<file path="config.mk">
export PLATFORM = sky130hd
export DESIGN_NAME = countdown_matrix
export DESIGN_NICKNAME = d
export VERILOG_FILES = /design/src/rtl/countdown_matrix.sv
export SDC_FILE = /design/constraint.sdc
export NUM_CORES = 1
export LEC_CHECK = 0
export CORE_MARGIN = 1
export CORE_UTILIZATION = 56
export CTS_CLUSTER_SIZE = 25
export DETAILED_ROUTE_END_ITERATION = 6
export GPL_TIMING_DRIVEN = 1
export HOLD_SLACK_MARGIN = 0.12
export PLACE_DENSITY = 0.78
export SYNTH_ARGS = -nofsm -noshare
export SYNTH_HDL_FRONTEND = slang
export SYNTH_SLANG_ARGS = --single-unit
</file>
<file path="constraint.sdc">
create_clock -name i_clk -period 2.5 [get_ports i_clk]
set_input_delay 0.5 -clock i_clk [delete_from_list [all_inputs] [get_ports i_clk]]
set_output_delay 0.5 -clock i_clk [all_outputs]
set_load 0.01 [all_outputs]
</file>
<file path="src/rtl/countdown_matrix.sv">
// countdown_matrix: countdown responder for the start/over handshake.
// Loads a 0..7 start value on a rising edge of the count request, counts it down
// in TICK_DIV-cycle steps, and scans the remaining value onto an 8x8 red/green
// dot matrix. Raises over at zero and holds it until the request is withdrawn.
//
// Ports:
//   i_clk    system clock, rising edge
//   i_rst_n  asynchronous active-low reset
//   i_cst    count request (level): high = run/hold result, low = abort/release
//   i_dzst   matrix enable (level)
//   i_num    start value, sampled only at load
//   o_row    row select, one-hot active-low
//   o_colr   red columns, active-high, bit 7 = leftmost
//   o_colg   green columns, active-high, bit 7 = leftmost
//   o_over   count finished (level)
module countdown_matrix #(
  parameter int unsigned TICK_DIV = 1_000_000,
  parameter int unsigned SCAN_DIV = 1_000
) (
  input  logic       i_clk,
  input  logic       i_rst_n,
  input  logic       i_cst,
  input  logic       i_dzst,
  input  logic [2:0] i_num,
  output logic [7:0] o_row,
  output logic [7:0] o_colr,
  output logic [7:0] o_colg,
  output logic       o_over
);

  localparam int unsigned TW = (TICK_DIV > 1) ? $clog2(TICK_DIV) : 1;
  localparam int unsigned SW = (SCAN_DIV > 1) ? $clog2(SCAN_DIV) : 1;
  localparam logic [TW-1:0] TickMax = TW'(TICK_DIV - 1);
  localparam logic [SW-1:0] ScanMax = SW'(SCAN_DIV - 1);
  localparam logic [3:0]    SelSmiley = 4'd8;

  typedef enum logic [1:0] {StIdle, StCount, StDone} state_e;

  state_e        r_state, w_state_d;
  logic [2:0]    r_rem, w_rem_d;
  logic [TW-1:0] r_tick, w_tick_d;
  logic [SW-1:0] r_presc;
  logic [2:0]    r_scan;
  logic          r_cst_q;
  // Set once cst has been seen low after reset, so a request already high when
  // reset is released does not count as an edge.
  logic          r_armed;
  logic          w_edge;

  logic [3:0]    w_sel;
  logic [63:0]   w_bits;
  logic [7:0]    w_line;
  logic [7:0]    w_row_d, w_colr_d, w_colg_d;
  logic          w_over_d;

  // Glyph rows packed row 0 in the top byte.
  function automatic logic [63:0] glyph(input logic [3:0] sel);
    logic [63:0] g;
    case (sel)
      4'd0:    g = 64'h3C666E7666663C00;
      4'd1:    g = 64'h183818181818_7E00;
      4'd2:    g = 64'h3C66060C30607E00;
      4'd3:    g = 64'h3C66061C06663C00;
      4'd4:    g = 64'h0C1C3C6C7E0C0C00;
      4'd5:    g = 64'h7E607C0606663C00;
      4'd6:    g = 64'h3C607C6666663C00;
      4'd7:    g = 64'h7E060C1830303000;
      4'd8:    g = 64'h3C42A581A599423C;
      default: g = 64'h0;
    endcase
    return g;
  endfunction

  assign w_edge = i_cst & ~r_cst_q & r_armed;

  always_ff @(posedge i_clk or negedge i_rst_n) begin
    if (!i_rst_n) begin
      r_state <= StIdle;
      r_rem   <= '0;
      r_tick  <= '0;
      r_cst_q <= 1'b0;
      r_armed <= 1'b0;
    end else begin
      r_state <= w_state_d;
      r_rem   <= w_rem_d;
      r_tick  <= w_tick_d;
      r_cst_q <= i_cst;
      r_armed <= r_armed | ~i_cst;
    end
  end

  always_comb begin
    w_state_d = r_state;
    w_rem_d   = r_rem;
    w_tick_d  = r_tick;
    case (r_state)
      StIdle: begin
        if (w_edge) begin
          w_rem_d   = i_num;
          w_tick_d  = '0;
          w_state_d = (i_num != 3'd0) ? StCount : StDone;
        end
      end
      StCount: begin
        // Abort wins over a coincident tick.
        if (!i_cst) begin
          w_state_d = StIdle;
          w_tick_d  = '0;
        end else if (r_tick == TickMax) begin
          w_tick_d = '0;
          w_rem_d  = r_rem - 3'd1;
          if (r_rem == 3'd1) w_state_d = StDone;
        end else begin
          w_tick_d = r_tick + 1'b1;
        end
      end
      StDone: begin
        w_rem_d = '0;
        if (!i_cst) w_state_d = StIdle;
      end
      default: w_state_d = StIdle;
    endcase
  end

  // Row scan runs independently of the countdown.
  always_ff @(posedge i_clk or negedge i_rst_n) begin
    if (!i_rst_n) begin
      r_presc <= '0;
      r_scan  <= '0;
    end else if (r_presc == ScanMax) begin
      r_presc <= '0;
      r_scan  <= r_scan + 3'd1;
    end else begin
      r_presc <= r_presc + 1'b1;
    end
  end

  always_comb begin
    case (r_state)
      StIdle:  w_sel = SelSmiley;
      StCount: w_sel = {1'b0, r_rem};
      default: w_sel = 4'd0;
    endcase
    w_bits = glyph(w_sel);
    w_line = w_bits[{3'd7 - r_scan, 3'b000} +: 8];

    w_row_d  = 8'hFF;
    w_colr_d = 8'h00;
    w_colg_d = 8'h00;
    if (i_dzst) begin
      w_row_d = ~(8'd1 << r_scan);
      if (r_state == StCount) w_colr_d = w_line;
      else                    w_colg_d = w_line;
    end
    w_over_d = (r_state == StDone);
  end

  always_ff @(posedge i_clk or negedge i_rst_n) begin
    if (!i_rst_n) begin
      o_row  <= 8'hFF;
      o_colr <= 8'h00;
      o_colg <= 8'h00;
      o_over <= 1'b0;
    end else begin
      o_row  <= w_row_d;
      o_colr <= w_colr_d;
      o_colg <= w_colg_d;
      o_over <= w_over_d;
    end
  end

endmodule

</file>
==> results of run 1 <==
-- power breakdown --
group / switching, mW / total [mW] / internal, mW
combinational: 0.884 / 1.53 / 0.646
sequential: 0.0775 / 1.19 / 1.12
clock: 0.438 / 1.01 / 0.573
-- final timing paths --
kind	from	endpoint	slack, ns	cells past startpoint
max	r_state[1]	o_colr[4]	0.15	11
min	i_rst_n	o_colr[0]	0.15	2
max reg2reg	r_state[1]	o_colr[4]	0.15	11
min reg2reg	r_presc[0]	r_presc[0]	0.46	1
max in group asynchronous	i_rst_n	o_row[7]	2.05	2
min in group i_clk	r_presc[0]	r_presc[0]	0.46	1
-- registers in the layout (all words and copies together) (netlist names) --
signal,flops
r_tick,20
r_armed,1
r_cst_q,1
r_state,2
r_presc,10
o_over,1
r_rem,3
o_colg,7
o_colr,7
o_row,8
r_scan,3
-- metal layers --
metal  up-vias  GRT usage (%)  part of all wire [%]
met3        21           4.55                   6.1
met1      1546           35.5                    44
met2       134           42.1                    48
li1       1517              -                     -
met4         0           10.3                   2.2
met5         -              0                     0
-- cells in the final DEF, fill, tap and decap left out, types with 3 or more instances in the layout --
cell type and n:
a211o_1 3, a211oi_1 4, a21oi_1 17, a221oi_1 3, and2_1 4, and3_1 9
buf_4 19, clkbuf_8 9, clkdlybuf4s50_1 30, dfrtp_1 55, dfstp_2 8, ha_1 19
inv_1 13, inv_6 3, nand2_1 43, nand2b_1 7, nand3_1 30, nand4_1 3
nor2_1 35, nor2b_1 9, nor3_1 13, o211ai_1 5, o21ai_0 20, o22ai_1 3
o311ai_0 5, xnor2_1 9, xor2_1 13
-- area by class of cell --
class	instances	area, µm²	area share (%)
multi-input combinational	308	2010	45.4
sequential	63	1590	35.7
timing repair buffer	51	468	10.5
clock buffer	9	124	2.79
clock inverter	7	103	2.31
tap	77	96.3	2.17
inverter	13	48.8	1.10
-- logic make-up after synthesis --
group | Yosys count
AOI/OAI and AO/OA | 89
xor gates and xnor gates | 22
adders and majority gates | 20
buffers and inverters | 34
DFF | 63
muxes | 6
and+or+nand+nor | 171
-- timing repair --
action / in CTS / in global routing
resized for setup: 0 / 8
endpoints found under the hold margin: 0 / 0
endpoints found under the setup margin: 0 / 12
==> qor.csv, run 1 <==
stage,metric,value,unit
outcome,run status,"complete, but fails checks",
outcome,violated checks,DRC,
clock_tree,postcts setup bufs,0,
synthesis,#FFs+latches synth,63,
grt,grt total ovfl,0,
synthesis,Syn Area/Cell,9.31,µm²
synthesis,syn_nets,432,
sta,minimum clock period,2.35,ns
worst_setup_path,CP max stage delay,0.37,ns
placement,Placer Congestion,0.938,
clock_tree,TritonCTS clock tree,built,
synthesis,Synth area leaders,"dfrtp_1 (36%), ha_1 (6.6%), dfstp_2 (5.6%)",
sta,RSZ-0062 raised after global routing,true,
worst_setup_path,"Worst Path Class, Setup",flip-flop to flip-flop,
layout,design area,4440,µm²
sta,hold slack,0.152,ns
synthesis,"Primary FF master, synth",dfrtp_1,
clock_tree,clk root buf,clkbuf_8,
power,Final Power,3.74,mW
synthesis,mux cell area share after synthesis,1.72,%
sta,Setup-failing EPs final,0,
layout,number of nets in the layout,473,
power,P_leak,1.93,nW
worst_setup_path,Bufs and invs on worst path,3,
synthesis,asr flop ratio synth,100,%
die,chip width,84.1,µm
synthesis,largest family of logic cells by synthesized area,simple AND/OR/NAND/NOR gates,
sta,Clock Skew,0.0159,ns
clock_tree,hold_buf cts,0,
grt,vias in the first global route,3078,
synthesis,Yosys cell types,61,
synthesis,area share of and/or/nand/nor cells after synthesis,23.3,%
sta,FMAX,0.426,GHz
job,Max Cap Viol,0,
route,final WL,8.50,mm
synthesis,Synth top area share,36.5,%
synthesis,Synth Instances,405,
die,die height,84.1,µm
grt,antenna violations before repair,0,
clock_tree,Longest Clk Path Bufs,2,
placement,placed cell areas,4200,µm²
clock_tree,# clock sinks,63,
sta,final setup margin,0.152,ns
clock_tree,CTS buffer count,9,
synthesis,YS warnings,0,
route,DRC,12,
layout,Layout fillers,503,
layout,share of cells above drive strength 1,13.5,%
die,total core area,6420,µm²
power,Pwr Density,841,nW/µm²
die,initial core utilization,58.7,%
sta,worst slew pin tran,0.576,ns
die,Die ar.,7070,µm²
clock_tree,H-tree level count,3,
route,vias per inst,6.09,
layout,Syn-to-layout area delta,17.7,%
synthesis,Commonest cells post-synth,"dfrtp_1 (55), nand2_1 (43), nor2_1 (35)",
route,Vias,3218,
worst_setup_path,Worst EP arrival,2.62,ns
route,Antenna Violating Nets Remaining,0,
synthesis,Synth Area in Adders,6.63,%
synthesis,post-synth top area cell,dfrtp_1,
sta,setup TNS,0,ns
die,row count,29,
clock_tree,"Clk Latency, worst-skew pair",0.35,ns
synthesis,"count leader, synth",dfrtp_1,
synthesis,Post-Synthesis Cell Area,3770,µm²
layout,fin util,69.1,%
worst_setup_path,Worst setup SP type,flip-flop,
route,DRT iter0 DRCs,458,
worst_setup_path,"CP delay by family, top",compound AO/OA/AOI/OAI gates,
worst_setup_path,CP endpoint kind,flip-flop,
grt,largest net degree at the start of global routing,64,
clock_tree,Worst-path clk slew,0.07,ns
worst_setup_path,"Req. time, crit path",2.77,ns
worst_setup_path,critical path peak fanout,6,
worst_setup_path,CP cell instances,inv_1 -> ha_1 -> and2_2 -> inv_1 -> ha_1 -> buf_4 -> nand2_1 -> o211a_1 -> o311a_1 -> a211o_1 -> nor2_1,
die,I/O pin count,32,
min_path,hold crit path type,input port to async pin,
placement,Post-DP HPWL,6.02,mm
placement,pre-CTS setup slack,0.110,ns
grt,global-route wire length before repair,14.8,mm
grt,GRT Resource Usage Total,26.2,%
synthesis,Post-Synth XOR/XNOR Area,5.11,%
placement,port buffer count,31,
synthesis,sequential fraction of the synthesis area,42.1,%
power,VDD IR-drop max,0.706,mV
sta,Final Hold Viols,0,
route,iteration count of the initial detailed-routing pass,7,
sta,Tcrit/Tclk final,93.9,%
worst_setup_path,Critical Path Slowest Stage Cell,dfrtp_1,
sta,number of max-slew violations in the final report,0,
layout,n_diodes,0,
synthesis,compound-cell area share of the yosys netlist,16.2,%
route,Routed WL per cell,16.1,µm
synthesis,"EDFF count, synth",0,
placement,placed insts,512,
layout,fin cells,528,
sta,Rel. slew slack,61.6,%
Note: power is estimated with default switching activity, not from simulation.
==> run 2, diff against run 1 <==
- CTS_CLUSTER_SIZE: 25 -> unset
==> results of run 2 <==
Same layout as run 1: the final DEF is identical, and so are final timing and power.
==> run 3, diff against run 2 <==
- SLEW_MARGIN: unset -> 10
==> results of run 3 <==
Same layout as run 1: the final DEF is identical, and so are final timing and power.
